**src/rtl/fakeram_arb_pkg.sv**
```systemverilog
// Shared types for the fakeram130 register-file arbiter.
// Default sizing matches the fakeram130_2x576 macro.
package fakeram_arb_pkg;

    localparam int BITS       = 2;
    localparam int WORD_DEPTH = 576;
    localparam int ADDR_WIDTH = 10;

    typedef logic port_idx_t;

    typedef struct packed {
        logic                  ce;
        logic                  we;
        logic [ADDR_WIDTH-1:0] addr;
        logic [BITS-1:0]       wd;
        logic [BITS-1:0]       wm;
    } ram_req_t;

endpackage

```
**src/rtl/rr_arb2.sv**
```systemverilog
// Two-way round-robin arbiter.
// Priority flips to the other port after each transfer.
module rr_arb2
    import fakeram_arb_pkg::*;
(
    input  logic       clk,
    input  logic       rst_n,
    input  logic       en,
    input  logic [1:0] req,
    output logic [1:0] gnt
);

    port_idx_t prio;

    always_comb begin
        gnt = 2'b00;
        if (rst_n && en) begin
            unique case (req)
                2'b01:   gnt = 2'b01;
                2'b10:   gnt = 2'b10;
                2'b11:   gnt = prio ? 2'b10 : 2'b01;
                default: gnt = 2'b00;
            endcase
        end
    end

    always_ff @(posedge clk) begin
        if (!rst_n) begin
            prio <= 1'b0;
        end else if (|gnt) begin
            prio <= ~gnt[1];
        end
    end

endmodule

```
**src/rtl/fakeram130_rf_arbiter.sv**
```systemverilog
// Shares one single-port fakeram130 macro between two requesters,
// with range checking and a one-cycle read response.
module fakeram130_rf_arbiter #(
    parameter int BITS       = fakeram_arb_pkg::BITS,
    parameter int WORD_DEPTH = fakeram_arb_pkg::WORD_DEPTH,
    parameter int ADDR_WIDTH = fakeram_arb_pkg::ADDR_WIDTH,
    parameter int CNT_WIDTH  = 16
) (
    input  logic                  clk,
    input  logic                  rst_n,
    input  logic                  en,
    input  logic [1:0]            req,
    input  logic [1:0]            we,
    input  logic [ADDR_WIDTH-1:0] addr0,
    input  logic [ADDR_WIDTH-1:0] addr1,
    input  logic [BITS-1:0]       wd0,
    input  logic [BITS-1:0]       wd1,
    input  logic [BITS-1:0]       wm0,
    input  logic [BITS-1:0]       wm1,
    output logic [1:0]            gnt,
    output logic [1:0]            rvalid,
    output logic                  rerr,
    output logic [BITS-1:0]       rdata,
    output logic [CNT_WIDTH-1:0]  conflicts,
    output logic                  ram_ce,
    output logic                  ram_we,
    output logic [ADDR_WIDTH-1:0] ram_addr,
    output logic [BITS-1:0]       ram_wd,
    output logic [BITS-1:0]       ram_wm,
    input  logic [BITS-1:0]       ram_rd
);

    import fakeram_arb_pkg::port_idx_t;

    localparam logic [ADDR_WIDTH:0] DEPTH = (ADDR_WIDTH + 1)'(WORD_DEPTH);

    typedef struct packed {
        logic                  ce;
        logic                  we;
        logic [ADDR_WIDTH-1:0] addr;
        logic [BITS-1:0]       wd;
        logic [BITS-1:0]       wm;
    } ram_bus_t;

    port_idx_t             k;
    logic                  xfer;
    logic                  rd_xfer;
    logic                  in_range;
    logic                  sel_we;
    logic [ADDR_WIDTH-1:0] sel_addr;
    logic [BITS-1:0]       sel_wd;
    logic [BITS-1:0]       sel_wm;
    ram_bus_t              bus;

    rr_arb2 u_arb (
        .clk   (clk),
        .rst_n (rst_n),
        .en    (en),
        .req   (req),
        .gnt   (gnt)
    );

    assign k        = gnt[1];
    assign xfer     = |gnt;
    assign sel_we   = k ? we[1] : we[0];
    assign sel_addr = k ? addr1 : addr0;
    assign sel_wd   = k ? wd1 : wd0;
    assign sel_wm   = k ? wm1 : wm0;
    assign in_range = {1'b0, sel_addr} < DEPTH;
    assign rd_xfer  = xfer && !sel_we;

    // Out-of-range accesses are granted but never reach the macro.
    always_comb begin
        bus = '0;
        if (xfer && in_range) begin
            bus.ce   = 1'b1;
            bus.we   = sel_we;
            bus.addr = sel_addr;
            bus.wd   = sel_wd;
            bus.wm   = sel_wm;
        end
    end

    assign ram_ce   = bus.ce;
    assign ram_we   = bus.we;
    assign ram_addr = bus.addr;
    assign ram_wd   = bus.wd;
    assign ram_wm   = bus.wm;

    always_ff @(posedge clk) begin
        if (!rst_n) begin
            rvalid    <= 2'b00;
            rerr      <= 1'b0;
            conflicts <= '0;
        end else begin
            rvalid <= rd_xfer ? (k ? 2'b10 : 2'b01) : 2'b00;
            rerr   <= rd_xfer && !in_range;
            if (en && req == 2'b11 && !(&conflicts)) begin
                conflicts <= conflicts + CNT_WIDTH'(1);
            end
        end
    end

    assign rdata = (|rvalid && !rerr) ? ram_rd : '0;

endmodule
```
**config.mk**
```make
export PLATFORM = sky130hd
export DESIGN_NAME = fakeram130_rf_arbiter
export DESIGN_NICKNAME = d
export VERILOG_FILES = /design/src/rtl/fakeram_arb_pkg.sv /design/src/rtl/rr_arb2.sv /design/src/rtl/fakeram130_rf_arbiter.sv
export SDC_FILE = /design/constraint.sdc
export NUM_CORES = 1
export LEC_CHECK = 0
export BUFFER_PORTS_ARGS = -buffer_cell sky130_fd_sc_hd__buf_4
export CAP_MARGIN = 20
export CORE_MARGIN = 5
export CORE_UTILIZATION = 35
export DETAILED_ROUTE_END_ITERATION = 10
export PLACE_DENSITY = 0.67
export REMOVE_ABC_BUFFERS = 1
export SLEW_MARGIN = 20
export SYNTH_ARGS = -nofsm -noshare
export SYNTH_HDL_FRONTEND = slang
export SYNTH_HIERARCHICAL = 1
export SYNTH_SLANG_ARGS = --single-unit
export TNS_END_PERCENT = 5
```
**constraint.sdc**
```tcl
create_clock -name clk -period 4 [get_ports clk]
set_clock_uncertainty 0.1 [all_clocks]
set_input_delay 0.4 -clock clk [delete_from_list [all_inputs] [get_ports clk]]
set_output_delay 0.4 -clock clk [all_outputs]
set_load 0.05 [all_outputs]
```
* After elaboration in Yosys (flattened, before gate mapping)
Cells that the tools add are included.
** Operators by class
- Add/subtract/negate cells :: 1
- Magnitude comparators :: 1
- Reductions and logical operators :: 15
- Multiplexer cells :: 10
- Equal/unequal tests :: 3
- Bitwise operators :: 1
** Operators by type and width (number)
- $add 16x1->16 const B :: 1
- $mux 16 :: 1
- $reduce_and 16->1 :: 1
- $mux 2 :: 6
- $lt 10x10->1 const B :: 1
- $mux 10 :: 1
- $logic_and 1x1->1 :: 7
- $pmux 2 s3 :: 1
- $eq 2x2->1 const B :: 2
- $logic_not 1->1 :: 4
- $reduce_or 2->1 :: 2
- $eq 2x1->1 const B :: 1
- $reduce_and 2->1 :: 1
- $mux 1 :: 1
- $not 1->1 :: 1
** Storage, ports and cells
- Bits of input ports :: 37
- Register bits after elaboration :: 20
- Output and inout port bits :: 39
- Logic and storage cells :: 35

* Logic depth before layout (Yosys ltp)
- Word-level depth :: 7
- Depth in mapped cells :: 7
- Depth with buffers taken out :: 6

* Cells and area by module
The synthesis kept the hierarchy.
** By module, submodules not included
- fakeram130_rf_arbiter :: cells each 154, instances 1, area an instance 1216.2 sq um, sequential area each 380.4 sq um
- rr_arb2 :: cells each 9, instances 1, area an instance 61.3 sq um, sequential area each 20.0 sq um

* Worst setup path after synthesis
OpenSTA, ideal clock, no wires.
- Path type :: input-to-output
- Start point :: input rst_n
- End point :: output ram_addr[2]
- Arrival :: 2884 ps
- Slack :: 616 ps
- Stages on the path :: 6
- Cells stage by stage :: nand3_1 > a21oi_1 > buf_2 > buf_1 > mux2i_1 > nor2_1
** Between the ends
- Longest elaborated chain between the ends :: 6
- Elaborated cells on any way between the ends :: 7
- Classes of those cells :: order compare: 1; mux: 3; reduce/logical: 3
** RTL lines
- start: declaration :: line fakeram130_rf_arbiter.sv:10 : input logic rst_n,
- $logic_and 1x1->1 (*) :: line rr_arb2.sv:17 : if (rst_n && en) begin
- $mux 2 (*) :: line rr_arb2.sv:17
- via gnt[1] :: line fakeram130_rf_arbiter.sv:20 : output logic [1:0] gnt,
- $mux 10 :: line fakeram130_rf_arbiter.sv:66 : assign sel_addr = k ? addr1 : addr0;
- $lt 10x10->1 :: line fakeram130_rf_arbiter.sv:69 : assign in_range = {1'b0, sel_addr} < DEPTH;
- $logic_and 1x1->1 :: line fakeram130_rf_arbiter.sv:75 : if (xfer && in_range) begin
- $mux 16 (*) :: line fakeram130_rf_arbiter.sv:75
- end: declaration :: line fakeram130_rf_arbiter.sv:27 : output logic [ADDR_WIDTH-1:0] ram_addr,
Mark *: on every way through the listed nets, which the timed path passes. The rest lies on a longest branch.

* Worst setup path after layout
- Start point :: register u_arb.prio
- End point :: output ram_wm[0]
** Between the ends
- Longest elaborated chain between the ends :: 7
- Elaborated cells on any way between the ends :: 9
- Classes of those cells :: order compare: 1; mux: 6; reduce/logical: 2
** RTL lines
- start: declaration :: line rr_arb2.sv:13 : port_idx_t prio;
- start signal: assignment :: line rr_arb2.sv:31 : prio <= ~gnt[1];
- $mux 2 (*) :: line rr_arb2.sv:21 : 2'b11: gnt = prio ? 2'b10 : 2'b01;
- $pmux 2 s3 (*) :: line rr_arb2.sv:18 : unique case (req)
- $mux 2 (*) :: line rr_arb2.sv:17
- $mux 10 :: line fakeram130_rf_arbiter.sv:66
- $lt 10x10->1 :: line fakeram130_rf_arbiter.sv:69
- $logic_and 1x1->1 :: line fakeram130_rf_arbiter.sv:75
- $mux 16 (*) :: line fakeram130_rf_arbiter.sv:75
- end: declaration :: line fakeram130_rf_arbiter.sv:29 : output logic [BITS-1:0] ram_wm,
Every way passes the cells marked *; elsewhere a longest branch is shown, timed or not.

==> metrics.txt <==
vias post-DR=1497; FF-to-FF End=conflicts[5]; sequential area share after synthesis=31.3%; WP data arrival=1.99 ns; CTS resizes=0; r2r setup slk=2.01 ns; Reg2Reg Depth=4; Final Net Count=276; Synth Register Bits=20; dpl hpwl=a little over 3 mm; pin count of the biggest net entering global routing=17; Placeable Area=roughly 3600 µm²; Post CTS Setup Buffer Count=0; Critical Path RT=3.50 ns; grt total ovfl=0; Vias/cell=between 5 and 6; Die ar.=4960 µm²; htree depth=1; Total Routing Usage GR=14.7%; Post-synth EDFFs=0; most area-hungry cell type in the Yosys netlist=dfxtp_1; RSZ-0062 raised after global routing=no; period utilization=between 60 and 70%; top-area cell type share of the netlist area=31.3%; Cells after Synth=~160; Hold Vio Cnt, Final=0; max-cap viol count=0; num ports=between 70 and 80; Detail Route Antenna Nets=0; CP endpoint kind=primary output; Reg-to-Reg Start=conflicts[8]; fmax=between 400 and 500 MHz; DRT iter0 DRCs=82; n_diodes=0; CP max FO=16; Initial Util=35.4%; Syn. warnings=6; synth top area cells=dfxtp_1 31%, mux2i_1 13%, nor2_1 7.3%, a21oi_1 5.1%, o31ai_1 4.1%; Cell Count, Final, Fillers Out=285; peak supply drop=0.000124 V; Hold-fix buffers, CTS=0; CTS Sinks=20; clk slew on worst S/H paths=0.08 ns; Slew HR=51.5%; Worst Hold End=rvalid[1]; Setup WS post-layout=1.51 ns; die width=70.4 µm; pwr/cell area=235 nW/µm²; critical path class=reg -> out; row count=22; final WL=about 3.8 mm; placed cell count=281; most used cell along the critical path=buf_4; Hold Crit Start=we[1]; CTS tree=yes; synthesized area=1280 µm²; Worst path top cell family by delay=compound AO/OA/AOI/OAI gates; Async S/R FF share, synth=0%; Slowest-stage cell, CP=a21oi_2; Tmin final=2.49 ns; mean post-synth cell area=7.84 µm²; Worst Hold Depth=2; Final Max Tran Viols=0; # port buffers=75; first-pass GRT wire length=6.21 mm; final instance area=~1900 µm²; Synth-to-Final Area Change=52.1%; Sequential cell area=roughly 400 µm²; Final Core Density=53.9%; drt drc=0; die height=70.4 µm; area occupied by multi-input gates=~830 µm²; placed inst area=1890 µm²; CP Launch Point=u_arb/prio; GP Congestion=0.801; Top FF cell, synth=dfxtp_1; vias in the first global route=1367; initial antenna violation count=0; P_leak=0.852 nW; number of fill cells in the layout=348; min-delay worst type=in -> reg; latest clock arrival within the worst-skew pair=0.26 ns; crit path buf inv count=3; share of layout cells above drive strength 1=36.7%; worst slack, placed=between 1.5 and 2 ns; CTS Buffer Depth=2; Yosys cell types=35; top cells by count, synth=25 x nor2_1, 20 x dfxtp_1, 16 x mux2i_1, 13 x a21oi_1, 8 x nand3_1; Worst-Margin Slew=roughly 0.72 ns; CP peak stage delay=between 0.4 and 0.5 ns; top-count cell post-synth=nor2_1; Setup-failing EPs final=0; root buffer cell=clkbuf_8; cells along the critical path=inv_1, a21oi_2, nor2b_1, a22oi_1, buf_4, nor2_1, buf_4; Inserted Clock Buffers=3; WL per Instance=13.2 µm; outcome=complete, no violations; Final Power=0.456 mW; drt pass-1 iters=4; Setup crit start kind=flip-flop
==> worst reg2reg max path, cell delays in order, from the launching register on <==
cell	delay [ns]
dfxtp_1	0.42
nand4_1	0.28
nor4_4	0.76
or3_2	0.24
a21oi_1	0.06
==> metrics by stage <==
step           hold slack (ns)  setup TNS (ns)
2_1_floorplan            0.368          -10.35
3_3_place_gp             0.389               0
3_5_place_dp             0.392               0
4_1_cts                  0.213               0
5_1_grt                  0.210               0
6_report                 0.219               0
==> flip-flops by register name, summed over array words and instances (netlist names) <==
name and flops:
rvalid 2, conflicts 16, rerr 1, u_arb/prio 1
==> worst max-delay path by stage <==
stage                  endpoint  slack, ns  cells after the start
floorplan           ram_addr[0]      -0.67                      4
global placement      ram_wm[0]       1.63                      8
detailed placement    ram_wm[0]       1.59                      8
CTS                   ram_wm[0]       1.50                      7
global route        ram_addr[2]       1.34                      7
finish                ram_wm[0]       1.51                      7
==> metal layers <==
layer	track usage (%)	wire [µm]
met1	18.8	1600
met2	25.2	1920
met3	4.03	213
met4	1.91	18
met5	0	0
==> cells by family (layout without fill, tap and decap cells) <==
| family | count (synthesis) | after routing | synth area share, % |
|---|---|---|---|
| multiplexers | 16 | 16 | 12.5 |
| adder cells (fa/ha/maj) | 1 | 1 | 0.979 |
| buffers and inverters | 13 | 87 | 4.21 |
| AO/OA/AOI/OAI | 31 | 31 | 14.9 |
| AND/OR/NAND/NOR | 82 | 82 | 36.0 |
| flip-flops | 20 | 20 | 31.3 |
==> final cells by class <==
| type | instances | area share [%] |
|---|---|---|
| timing repair buffer | 77 | 29.7 |
| inverter | 6 | 1.16 |
| tap | 48 | 3.09 |
| clock buffer | 4 | 2.83 |
| sequential | 20 | 20.6 |
| multi-input combinational | 130 | 42.6 |
==> power by group <==
part	switching, mW	internal, mW
clock network	0.0673	0.0876
registers	0.00186	0.201
logic	0.0556	0.0435
==> placed cells by master (no fill, tap or decap), types with 2 or more instances in the layout <==
master	count
buf_4	77
nor2_1	25
dfxtp_1	20
mux2i_1	16
a21oi_1	12
nand3_1	8
o31ai_1	7
nand4_1	7
nand2_1	7
inv_1	6
or4_1	6
nor3_1	6
nor3b_1	5
o21ai_0	4
and3_1	4
clkbuf_8	4
nor2b_1	3
a22oi_1	2
or3_1	2
o211ai_1	2
(Power assumes the default switching activity.)
